File: src/rtl/uart_pkg.sv
// Shared UART definitions: transmitter state encoding, frame geometry and
// the bit-period divisor used by both the transmitter and the receiver.
package uart_pkg;

  typedef enum logic [1:0] {
    IDLE  = 2'd0,
    START = 2'd1,
    DATA  = 2'd2,
    STOP  = 2'd3
  } tx_state_e;

  localparam int DATA_BITS  = 8;
  localparam int FRAME_BITS = 10;

  // Bit period in clock cycles, rounded to nearest.
  function automatic int calc_div(input int clk_freq, input int baud);
    return (clk_freq + baud / 2) / baud;
  endfunction

endpackage

File: src/rtl/uart_tx_buffered_fifo.sv
// Synchronous first-word-fall-through FIFO with wrap-bit pointers and a
// registered occupancy count; a pop frees its slot for a push on the same edge.
module sync_fifo #(
  parameter int WIDTH = 8,
  parameter int DEPTH = 16
) (
  input  logic                     clk,
  input  logic                     reset,
  input  logic                     wr_en,
  input  logic [WIDTH-1:0]         wr_data,
  input  logic                     rd_en,
  output logic [WIDTH-1:0]         rd_data,
  output logic                     full,
  output logic                     empty,
  output logic [$clog2(DEPTH):0]   count
);

  localparam int AW = $clog2(DEPTH);

  logic [WIDTH-1:0] r_mem [DEPTH];
  logic [AW:0]      r_wr_ptr;
  logic [AW:0]      r_rd_ptr;
  logic [AW:0]      r_count;
  logic             w_push;
  logic             w_pop;

  assign w_pop   = rd_en && !empty;
  assign w_push  = wr_en && (!full || w_pop);
  assign full    = (r_wr_ptr[AW] != r_rd_ptr[AW]) &&
                   (r_wr_ptr[AW-1:0] == r_rd_ptr[AW-1:0]);
  assign empty   = (r_wr_ptr == r_rd_ptr);
  assign rd_data = r_mem[r_rd_ptr[AW-1:0]];
  assign count   = r_count;

  // Storage array; contents need no reset since pointers gate visibility.
  always_ff @(posedge clk) begin
    if (w_push) begin
      r_mem[r_wr_ptr[AW-1:0]] <= wr_data;
    end
  end

  // Pointer and occupancy bookkeeping.
  always_ff @(posedge clk) begin
    if (reset) begin
      r_wr_ptr <= '0;
      r_rd_ptr <= '0;
      r_count  <= '0;
    end else begin
      if (w_push) r_wr_ptr <= r_wr_ptr + (AW+1)'(1);
      if (w_pop)  r_rd_ptr <= r_rd_ptr + (AW+1)'(1);
      case ({w_push, w_pop})
        2'b10:   r_count <= r_count + (AW+1)'(1);
        2'b01:   r_count <= r_count - (AW+1)'(1);
        default: r_count <= r_count;
      endcase
    end
  end

endmodule

File: src/rtl/uart_tx_buffered.sv
// Buffered 8N1 UART transmitter: bytes queue in a FIFO and are serialized
// LSB first on a registered TxD, back-to-back with no idle gap.
module uart_tx_buffered
  import uart_pkg::*;
#(
  parameter int CLK_FREQ   = 50000000,
  parameter int BAUD       = 115200,
  parameter int FIFO_DEPTH = 16
) (
  input  logic                          clk,
  input  logic                          reset,
  input  logic                          wr_en,
  input  logic [7:0]                    wr_data,
  output logic                          full,
  output logic [$clog2(FIFO_DEPTH):0]   count,
  output logic                          TxD,
  output logic                          TxD_busy
);

  localparam int DIV = calc_div(CLK_FREQ, BAUD);
  localparam int CW  = $clog2(DIV);
  localparam int IW  = $clog2(DATA_BITS);

  tx_state_e            r_state;
  tx_state_e            w_state_next;
  logic [CW-1:0]        r_baud;
  logic [CW-1:0]        w_baud_next;
  logic [IW-1:0]        r_bit_idx;
  logic [IW-1:0]        w_bit_idx_next;
  logic [DATA_BITS-1:0] r_shift;
  logic                 r_txd;
  logic                 w_txd_next;
  logic                 w_pop;
  logic                 w_empty;
  logic                 w_bit_end;
  logic [7:0]           w_fifo_data;

  sync_fifo #(
    .WIDTH (8),
    .DEPTH (FIFO_DEPTH)
  ) u_fifo (
    .clk     (clk),
    .reset   (reset),
    .wr_en   (wr_en),
    .wr_data (wr_data),
    .rd_en   (w_pop),
    .rd_data (w_fifo_data),
    .full    (full),
    .empty   (w_empty),
    .count   (count)
  );

  assign w_bit_end = (r_baud == CW'(DIV - 1));
  assign TxD       = r_txd;
  assign TxD_busy  = (r_state != IDLE) || (count != '0);

  // State, timing and line registers.
  always_ff @(posedge clk) begin
    if (reset) begin
      r_state   <= IDLE;
      r_baud    <= '0;
      r_bit_idx <= '0;
      r_shift   <= '0;
      r_txd     <= 1'b1;
    end else begin
      r_state   <= w_state_next;
      r_baud    <= w_baud_next;
      r_bit_idx <= w_bit_idx_next;
      r_txd     <= w_txd_next;
      if (w_pop) r_shift <= w_fifo_data;
    end
  end

  // Next-state, bit index and pop decisions; STOP chains straight into START.
  always_comb begin
    w_state_next   = r_state;
    w_bit_idx_next = r_bit_idx;
    w_pop          = 1'b0;
    case (r_state)
      IDLE: begin
        if (!w_empty) begin
          w_pop        = 1'b1;
          w_state_next = START;
        end else begin
          w_state_next = IDLE;
        end
      end
      START: begin
        if (w_bit_end) begin
          w_state_next   = DATA;
          w_bit_idx_next = '0;
        end else begin
          w_state_next = START;
        end
      end
      DATA: begin
        if (w_bit_end && (r_bit_idx == IW'(DATA_BITS - 1))) begin
          w_state_next = STOP;
        end else if (w_bit_end) begin
          w_bit_idx_next = r_bit_idx + IW'(1);
        end else begin
          w_state_next = DATA;
        end
      end
      STOP: begin
        if (w_bit_end && !w_empty) begin
          w_pop        = 1'b1;
          w_state_next = START;
        end else if (w_bit_end) begin
          w_state_next = IDLE;
        end else begin
          w_state_next = STOP;
        end
      end
      default: w_state_next = IDLE;
    endcase
    if ((r_state == IDLE) || w_bit_end) begin
      w_baud_next = '0;
    end else begin
      w_baud_next = r_baud + CW'(1);
    end
  end

  // Line level for the coming cycle, derived from the state being entered.
  always_comb begin
    w_txd_next = 1'b1;
    case (w_state_next)
      START:   w_txd_next = 1'b0;
      DATA:    w_txd_next = r_shift[w_bit_idx_next];
      default: w_txd_next = 1'b1;
    endcase
  end

endmodule

File: config.mk
export PLATFORM = sky130hd
export DESIGN_NAME = uart_tx_buffered
export DESIGN_NICKNAME = d
export VERILOG_FILES = /design/src/rtl/uart_pkg.sv /design/src/rtl/uart_tx_buffered_fifo.sv /design/src/rtl/uart_tx_buffered.sv
export SDC_FILE = /design/constraint.sdc
export NUM_CORES = 1
export LEC_CHECK = 0
export BUFFER_PORTS_ARGS = -buffer_cell sky130_fd_sc_hd__buf_2
export CELL_PAD_IN_SITES_DETAIL_PLACEMENT = 1
export CELL_PAD_IN_SITES_GLOBAL_PLACEMENT = 2
export CORE_AREA = 5 5 125 127
export DETAILED_ROUTE_END_ITERATION = 7
export DIE_AREA = 0 0 130 132
export PLACE_DENSITY_LB_ADDON = 0.1
export SYNTH_ARGS = -nofsm -noshare
export SYNTH_HDL_FRONTEND = slang
export SYNTH_SLANG_ARGS = --single-unit
File: constraint.sdc
create_clock -name clk -period 4.97 [get_ports clk]
set_input_delay 0.7455 -clock clk [delete_from_list [all_inputs] [get_ports clk]]
set_output_delay 0.7455 -clock clk [all_outputs]
set_load 0.1 [all_outputs]
# After elaboration in Yosys (flattened, before gate mapping)

Memory sizes are Yosys's and may differ from the RTL's. A register that Yosys moved wholly into a read port is not among the register bits.
Index checks and enable logic that the tools add are counted.

Add/subtract/negate cells: 6
Magnitude comparators: 1
Equality and inequality tests: 12
Mux-type cells: 20
Reductions and logical operators: 15

Operators by type and width:

| kind                                                                  | number |
|---|---|
| 5-bit by 1-bit adder with 5-bit output (second input constant)        | 3 |
| 2-bit 2-to-1 mux                                                      | 5 |
| 5-bit one-hot mux with 2 select lines                                 | 1 |
| 9-bit by 1-bit adder with 9-bit output (second input constant)        | 1 |
| 9-bit == test (second input constant)                                 | 1 |
| 3-bit 2-to-1 mux                                                      | 3 |
| 2-bit == test (second input constant)                                 | 4 |
| 2-bit one-hot mux with 4 select lines                                 | 1 |
| 2-bit by 1-bit == test with 1-bit output (second input constant)      | 3 |
| 1-bit 2-to-1 mux                                                      | 6 |
| 3-bit one-hot mux with 2 select lines                                 | 1 |
| 5-bit == test                                                         | 1 |
| 1-bit logical AND                                                     | 5 |
| 5-bit nonzero test                                                    | 1 |
| 5-bit by 1-bit subtractor with 5-bit output (second input constant)   | 1 |
| 4-bit == test                                                         | 1 |
| 3-bit by 4-bit < comparator with 1-bit output (second input constant) | 1 |
| 1-bit one-hot mux with 2 select lines                                 | 2 |
| 2-bit nonzero test                                                    | 2 |
| 3-bit by 1-bit adder with 3-bit output (second input constant)        | 1 |
| 1-bit binary-select mux with 3-bit select                             | 1 |
| 3-bit == test (second input constant)                                 | 1 |
| 1-bit logical OR                                                      | 3 |
| 1-bit logical NOT                                                     | 2 |
| other kinds (3)                                                       | 3 |

Register bits: 30
Bits in writable memories: 128
Input bits: 11
Output and inout bits: 8
Logic and storage cells: 62
Memories: 1

Memory list:

| memory       | words | width | rd ports | clocked after memory_dff | write ports | RTL line                    | RTL |
|---|---|---|---|---|---|---|---|
| u_fifo.r_mem | 16    | 8     | 1        | 1                        | 1           | uart_tx_buffered_fifo.sv:20 | `logic [WIDTH-1:0] r_mem [DEPTH];` |

# Longest topological paths before layout

Gate-level depths: netlist of run 1.

Word-level depth: 10
Depth in mapped cells: 12
Gate-level depth less buffers: 12

# Hierarchy

Synthesis of run 1 repeated with hierarchy kept, for this count alone.

Cell total of the unflattened synthesis: 445
Area total of the unflattened synthesis: 7,201.9 µm²

Modules (own cells, without submodules):

| module           | times used | cells an instance | area an instance (µm²) |
|---|---|---|---|
| sync_fifo        | 1          | 305               | 5,925.7 |
| uart_tx_buffered | 1          | 140               | 1,276.2 |

# Worst setup path after synthesis of run 1

Ideal clock, no wire load.

Path kind: register -> output
Start point: reg u_fifo.r_rd_ptr[1]
End point: out full
Arrival time: 2.209 ns
Data required time: 4.225 ns
Path slack: 2.015 ns
Stages on the path, launching flop included: 5
Buffers on the path: 1
Path through: dfxtp_1 > clkbuf_1 > xnor2_1 > nand4_1 > nor2_1

Word-level cells in the longest chain between the ends: 2

RTL lines:

| item                     | RTL line                    | RTL |
|---|---|---|
| start: declaration       | uart_tx_buffered_fifo.sv:22 | `logic [AW:0] r_rd_ptr;` |
| start signal: assignment | uart_tx_buffered_fifo.sv:50 | `if (w_pop) r_rd_ptr <= r_rd_ptr + (AW+1)'(1);` |
| 4-bit == test            | uart_tx_buffered_fifo.sv:30 | `(r_wr_ptr[AW-1:0] == r_rd_ptr[AW-1:0]);` |
| 1-bit logical AND        | uart_tx_buffered_fifo.sv:29 | `assign full = (r_wr_ptr[AW] != r_rd_ptr[AW]) &&` |
| end: declaration         | uart_tx_buffered.sv:14      | `output logic full,` |

No other way between the ends.

# Worst setup path in the final report of run 1

Start point: reg u_fifo.r_rd_ptr[3]
End point: reg u_fifo.r_count[4], in the netlist u_fifo.count[4]

Word-level cells in the longest chain between the ends: 10

RTL lines:

| item                                                                        | RTL line                                             | RTL |
|---|---|---|
| 5-bit == test                                                               | uart_tx_buffered_fifo.sv:31                          | `assign empty = (r_wr_ptr == r_rd_ptr);` |
| 1-bit logical NOT                                                           | uart_tx_buffered_fifo.sv:27, uart_tx_buffered.sv:106 |  |
| 1-bit logical AND                                                           | uart_tx_buffered.sv:106                              | `if (w_bit_end && !w_empty) begin` |
| 1-bit 2-to-1 mux                                                            | uart_tx_buffered.sv:106                              |  |
| 1-bit one-hot mux with 2 select lines                                       | uart_tx_buffered.sv:79                               | `case (r_state)` |
| 1-bit logical AND                                                           | uart_tx_buffered_fifo.sv:27                          | `assign w_pop = rd_en && !empty;` |
| 1-bit logical OR                                                            | uart_tx_buffered_fifo.sv:28                          | `assign w_push = wr_en && (!full \|\| w_pop);` |
| 1-bit logical AND                                                           | uart_tx_buffered_fifo.sv:28                          |  |
| 2-bit by 1-bit == test with 1-bit output or 2-bit == test (tied branches)   | uart_tx_buffered_fifo.sv:51                          | `case ({w_push, w_pop})` |
| 5-bit one-hot mux with 2 select lines or 2-bit nonzero test (tied branches) | n/a                                                  |  |
| end signal: assignment                                                      | uart_tx_buffered_fifo.sv:52                          | `2'b10: r_count <= r_count + (AW+1)'(1);` |
| end signal: assignment                                                      | uart_tx_buffered_fifo.sv:53                          | `2'b01: r_count <= r_count - (AW+1)'(1);` |
| end signal: assignment                                                      | uart_tx_buffered_fifo.sv:54                          | `default: r_count <= r_count;` |
| end: declaration                                                            | uart_tx_buffered_fifo.sv:23                          | `logic [AW:0] r_count;` |

Parallel ways exist; a longest one is shown, timed or not.
A chain may end at the register's enable or synchronous reset.

==> key figures, run 1 <==
Timing
  • Final Cycle Share: 0.7252
  • Final hold violation count: 0
  • Setup WS post-layout: 1.366 ns
  • Clock Skews: just under 0.007 ns
  • Worst Tran Pin Value: 0.8979 ns
  • Setup Viol. Count Final: 0
  • RSZ-0062 raised after global routing: false
  • Slew Limit Fails: 0
  • Max-Slew Margin vs Limit: 0.3981
  • Fmax: around 280 MHz
  • Setup TNS: 0 ns
  • Fin crit period: 3.604 ns

Setup path
  • Max stage delay on crit path: 0.68 ns
  • CP endpoint kind: flip-flop
  • Bufs and invs on worst path: 1
  • Critical path fanouts, max: 14
  • FF-to-FF Start: u_fifo.r_rd_ptr[3]
  • Kind of critical path: flip-flop to flip-flop
  • Worst path arrival time: around 4 ns
  • Crit path cell chain: xnor2_1 -> nand4_1 -> o211a_1 -> nand2b_1 -> inv_1 -> ha_1 -> a21o_1 -> a21oi_1 -> mux2i_1 -> mux2_2
  • Slowest CP cell: dfxtp_1
  • Worst path top cell family by delay: compound AO/OA/AOI/OAI gates
  • Type of origin of the critical path: flip-flop
  • Worst setup path start: u_fifo.r_rd_ptr[3]
  • Worst EP required: 5.29 ns

Synth
  • Mux contribution to synthesized area: 0.1542
  • Largest family of logic cells by synthesized area: multiplexers
  • Yosys warnings: 0
  • Simple-Gate Fraction of Synth Area: 0.07541
  • Seq/Total Area, Yosys: 0.6514
  • Top post-synthesis cells by count: 128 x edfxtp_1, 41 x nor2_1, 40 x mux4_2, 38 x dfxtp_1, 18 x ha_1
  • Share of the synthesized area in the top cell type: 0.5438
  • Number of enable flip-flop cells after synthesis: 128
  • Syn Area/Cell: 16.44 um2
  • Netlist Area Pre-Place: a little over 7000 um2
  • Cells after Synth: 430
  • Seq cells post-synth: 166
  • Syn_nets: 460
  • Primary FF master, synth: edfxtp_1
  • Synth async-reset ratio: 0
  • Dominant cell by count in the synthesized netlist: edfxtp_1
  • Synth area leader: edfxtp_1
  • Post-synthesis cell type count: slightly above 50
  • Cells taking the most area after synthesis: edfxtp_1 54%, mux4_2 13%, dfxtp_1 11%
  • Post-synthesis compound-gate area fraction: 0.03558
  • XOR/XNOR Fraction of Synth Area: 0.02850
  • Adder-cell area share of the yosys netlist: 0.03470

Worst hold path
  • Worst min path class: flip-flop to flip-flop
  • Min-delay src: r_baud[0]

Clocking
  • Clk root buf: clkbuf_16
  • Worst-Skew Late Latency: 0.42 ns
  • Clock-pin slew of the registers on the worst-case setup and hold paths: 0.07 ns
  • H-tree levels: 4
  • CTS tree: built
  • Setup bufs post-CTS: 0
  • Total CTS buffers: 17
  • CTS Sinks: 166
  • Post_cts resized: 0
  • Max Root-Sink Buffers: 2
  • Hold_buf cts: 0

Route
  • Vias: about 3,700
  • Via/cell ratio: 5.705
  • Avg WL per Cell: around 23 um
  • Number of remaining DRC errors: 0
  • Drt first pass iters: 5
  • ANT nets after route: 0
  • Final WL: 15,000 um
  • Iter 0 DRT Violations: approximately 270

Pwr
  • PwrDens: ~520 nW/um2
  • P_leak: 0.002736 uW
  • Max IR drop VDD: 0.3564 mV

Outcome
  • Run status: finished clean

GRT
  • Total track usage: 0.1877
  • Vias in the first global route: 3,960
  • Largest net degree at the start of global routing: 36
  • Initial antenna violation count: 0
  • First-pass GRT wire length: 23,380 um
  • Total gr overflow: 0

Finish
  • FILL cells: 1,333
  • Final Cell Area: 7940 um2
  • Share of post-route cells with drive strength above 1: 0.2306
  • N_diodes: 0
  • Multi-input gate area: around 2300 um2
  • Synth-to-Final Area Change: 12.34%
  • Layout net count: 481
  • Register area: around 4600 um2

Place
  • Placed inst area: 7335 um2
  • Placement Setup Slack: approximately 1.4 ns
  • Gp weighted congestion: 0.7620
  • HPWL Detailed: 9700 um
  • Port bufs: 18

Floorplanning
  • Die ar.: 17,160 um2
  • Std-Cell Rows: 44
  • IO Count: 19
  • Core area: 14,310 um2
  • Die X: 130 um
  • Chip height: between 100 and 150 um
  • Initial Utilization: 0.4938

Job
  • Max_cap viols: 0
stage by stage:
| stage | util | std cells | hold WS, ns | power (uW) |
|---|---|---|---|---|
| after detailed placement | 0.5124 | 616 | 0.4850 | 2856 |
| after CTS | 0.5547 | 648 | 0.5023 | 4208 |
| after global routing | 0.5547 | 648 | 0.5278 | 4344 |
| final | 0.5547 | 648 | 0.4917 | 4151 |
| after global placement | 0.5124 | 616 | 0.4610 | 2835 |
| after floorplan | - | 430 | 0.4445 | 2605 |
cell type report:
class | instances | share of cell area
sequential | 166 | 0.5801
multi-input combinational | 230 | 0.2929
clock buffer | 18 | 0.05405
tap | 184 | 0.02899
clock inverter | 14 | 0.02222
timing repair buffer | 22 | 0.01513
inverter | 14 | 0.006618
power by group:
part           switching [uW]  internal [uW]
registers                60.7           1580
clock network             544            797
logic                     722            451
total                    1330           2820
path summary, 6_finish.rpt:
kind | cells after the start | end | slack (ns)
max reg2reg | 10 | u_fifo.count[4] | 1.37
min | 1 | r_baud[0] | 0.49
min reg2reg | 1 | r_baud[0] | 0.49
max | 10 | u_fifo.count[4] | 1.37
flip-flops by register name (all words and copies together) (netlist names):
name             flops
TxD                  1
r_baud               9
r_bit_idx            3
r_shift              8
r_state              2
u_fifo.count         5
u_fifo.r_mem       128
u_fifo.r_rd_ptr      5
u_fifo.r_wr_ptr      5
routing by layer:
metal / global-route usage / vias up / share of wire
li1: - / 1701 / -
met1: 0.2415 / 1916 / 0.42
met2: 0.3183 / 67 / 0.53
met3: 0.04092 / 13 / 0.047
met4: 0.05658 / 0 / 0.010
met5: 0 / - / 0
logic make-up after synthesis:
group / after synthesis
fa+ha+maj: 19
xor+xnor: 23
simple gates: 100
flops: 166
mux: 58
compound gates: 30
buf+inv: 34
cell usage in the layout (no fill, tap or decap), types with 11 or more instances in the layout:
cell and n:
edfxtp_1 128, nor2_1 41, mux4_2 40, dfxtp_1 37, ha_1 18, buf_2 18, clkbuf_16 17, and3_1 15
inv_1 14, mux2i_1 14, xnor2_1 12, xor2_1 11
Power figures use the tool's default switching activity.
==> run 2, diff against run 1 <==
- CORE_AREA: 5 5 125 127 -> 5 5 129 131
- DIE_AREA: 0 0 130 132 -> 0 0 134 136
- clock period: 4.97 -> 3.54 ns (I/O delays scaled with it)
==> run 2 against run 1 <==
  * Setup slack lost 0.87 ns
  * Sequential power grew 40%
  * Clock power grew 37%
  * Hold slack lost 0.0031 ns
  * Count of clock-buffer cells in the layout grew 1
  * Combinational power grew 41%
  * Final cell count grew 1.5%
  * Utilization shrank 4.2 points
  * Non-clock buffer count grew 3
  * Flip-flop and latch count is the same
==> key figures, run 2 (same netlist as run 1, synthesis figures left out) <==
Outcome
  • Run status: finished clean

Setup path
  • Max stage delay on crit path: 0.37 ns
  • Critical R2R Capture: u_fifo.count[4]
  • Type of origin of the critical path: flip-flop
  • Crit path cell chain: inv_1 -> ha_1 -> and4b_4 -> a31o_4 -> o211a_1 -> nand2b_1 -> inv_1 -> ha_1 -> a21o_1 -> a21oi_1 -> mux2i_1 -> mux2_2
  • Slowest CP cell: dfxtp_1
  • Critical path fanouts, max: 6
  • Worst EP required: 3.85 ns
  • CP endpoint kind: flip-flop
  • Kind of critical path: flip-flop to flip-flop
  • Worst path top cell family by delay: compound AO/OA/AOI/OAI gates
  • Worst setup path start: r_baud[1]
  • R2R cell count: 12
  • FF-to-FF Start: r_baud[1]
  • R2R Setup Slk: 0.49 ns
  • Bufs and invs on worst path: 2
  • Worst path arrival time: 3.36 ns

Clocking
  • Clk root buf: clkbuf_16
  • CTS Sinks: 166
  • Setup bufs post-CTS: 0
  • Total CTS buffers: 17
  • CTS tree: built
  • Hold_buf cts: 0
  • H-tree levels: 4
  • Clock-pin slew of the registers on the worst-case setup and hold paths: 0.06 ns
  • Worst-Skew Late Latency: 0.42 ns
  • Max Root-Sink Buffers: 2
  • Post_cts resized: 0

Route
  • Number of remaining DRC errors: 0
  • Vias: 3,678
  • Avg WL per Cell: roughly 22 um
  • Final WL: 14,570 um
  • ANT nets after route: 0
  • Drt first pass iters: 4
  • Iter 0 DRT Violations: 240
  • Via/cell ratio: 5.590

Timing
  • Fin crit period: 3.049 ns
  • Max-Slew Margin vs Limit: 0.2754
  • Final Cycle Share: 0.8612
  • Clock Skews: between 0.008 and 0.009 ns
  • Slew Limit Fails: 0
  • Worst Tran Pin Value: 1.085 ns
  • RSZ-0062 raised after global routing: false
  • Final hold violation count: 0
  • Fmax: 328.0 MHz
  • Setup TNS: 0 ns
  • Setup Viol. Count Final: 0

Pwr
  • P_leak: 0.002725 uW
  • Max IR drop VDD: 0.5425 mV
  • Design Power: 5769 uW
  • PwrDens: 726.4 nW/um2

Worst hold path
  • Hold Path Cell Cnt: 1
  • Worst Hold End: u_fifo.r_mem[5][1]
  • Worst min path class: input port to flip-flop
  • Min-delay src: wr_data[1]

GRT
  • First-pass GRT wire length: 23,390 um
  • Met1 Use GR: 0.2334
  • Total track usage: 0.1741
  • Vias in the first global route: 3,992
  • Initial antenna violation count: 0
  • Met3 global-route usage: 0.03590
  • Total gr overflow: 0
  • GRT Max-Usage Layer: met2
  • M2 GR Usage: 0.2886
  • Largest net degree at the start of global routing: 36

Floorplanning
  • Chip height: about 140 um
  • Die ar.: roughly 18,000 um2
  • IO Count: 19
  • Die X: ~130 um
  • Initial Utilization: 0.4565
  • Std-Cell Rows: 46
  • Core area: 15,480 um2

Finish
  • Fin util: 0.5130
  • Max reg flops: 128
  • Commonest non-fill, non-tap cells in the layout: 128 x edfxtp_1, 41 x nor2_1, 40 x mux4_2, 37 x dfxtp_1
  • Share of post-route cells with drive strength above 1: 0.2318
  • N_diodes: 0
  • Synth-to-Final Area Change: 12.37%
  • Commonest non-fill, non-tap cell in the layout: edfxtp_1
  • FILL cells: 1,447
  • Layout net count: approximately 480

Place
  • Gp weighted congestion: between 0.7 and 0.8
  • HPWL Detailed: 9568 um
  • Port bufs: 18

Job
  • Max_cap viols: 0
==> run 2: how the worst max path moves through the flow <==
| stage | endpoint | slack [ns] | depth (start not counted) |
|---|---|---|---|
| final | u_fifo.count[4] | 0.49 | 12 |
| after global placement | u_fifo.count[4] | 0.61 | 12 |
| after detailed placement | u_fifo.count[4] | 0.52 | 12 |
| after global routing | u_fifo.count[4] | 0.32 | 12 |
| after floorplan | u_fifo.count[4] | 0.74 | 11 |
| after CTS | u_fifo.count[4] | 0.49 | 12 |
==> run 2: worst register-to-register path: stages (launching register included) <==
cell	delay, ns
dfxtp_1	0.37
inv_1	0.06
ha_1	0.19
and4b_4	0.23
a31o_4	0.26
o211a_1	0.14
nand2b_1	0.19
inv_1	0.18
ha_1	0.36
a21o_1	0.19
a21oi_1	0.20
mux2i_1	0.23
mux2_2	0.34
==> run 2: area by class of cell <==
cell class	count	area, um2	area share
clock buffer	19	432.9	0.05451
clock inverter	12	147.6	0.01859
inverter	14	52.55	0.006616
multi-input combinational	230	2321	0.2922
sequential	166	4606	0.5799
tap	192	240.2	0.03025
timing repair buffer	25	142.6	0.01796
==> run 2: per-layer routing <==
layer	vias to the layer above	part of all wire
met5	-	0
met4	0	0.012
met3	15	0.024
met2	42	0.50
met1	1914	0.46
li1	1707	-
==> run 2: through the flow <==
stage	area, um2	setup WS, ns	hold slack, ns	instances
2_1_floorplan	7068	0.7350	0.4445	430
3_3_place_gp	7362	0.6122	0.4639	627
3_5_place_dp	7362	0.5250	0.4766	627
4_1_cts	7943	0.4924	0.4621	658
5_1_grt	7943	0.3203	0.4792	658
6_report	7943	0.4915	0.4887	658
==> run 2: report_power, final <==
group	switching, uW	leakage, uW	internal (uW)
Sequential	83.5	0.00147	2210
Combinational	1000	0.000989	645
Clock	778	0.000270	1050
Total	1860	0.00273	3910
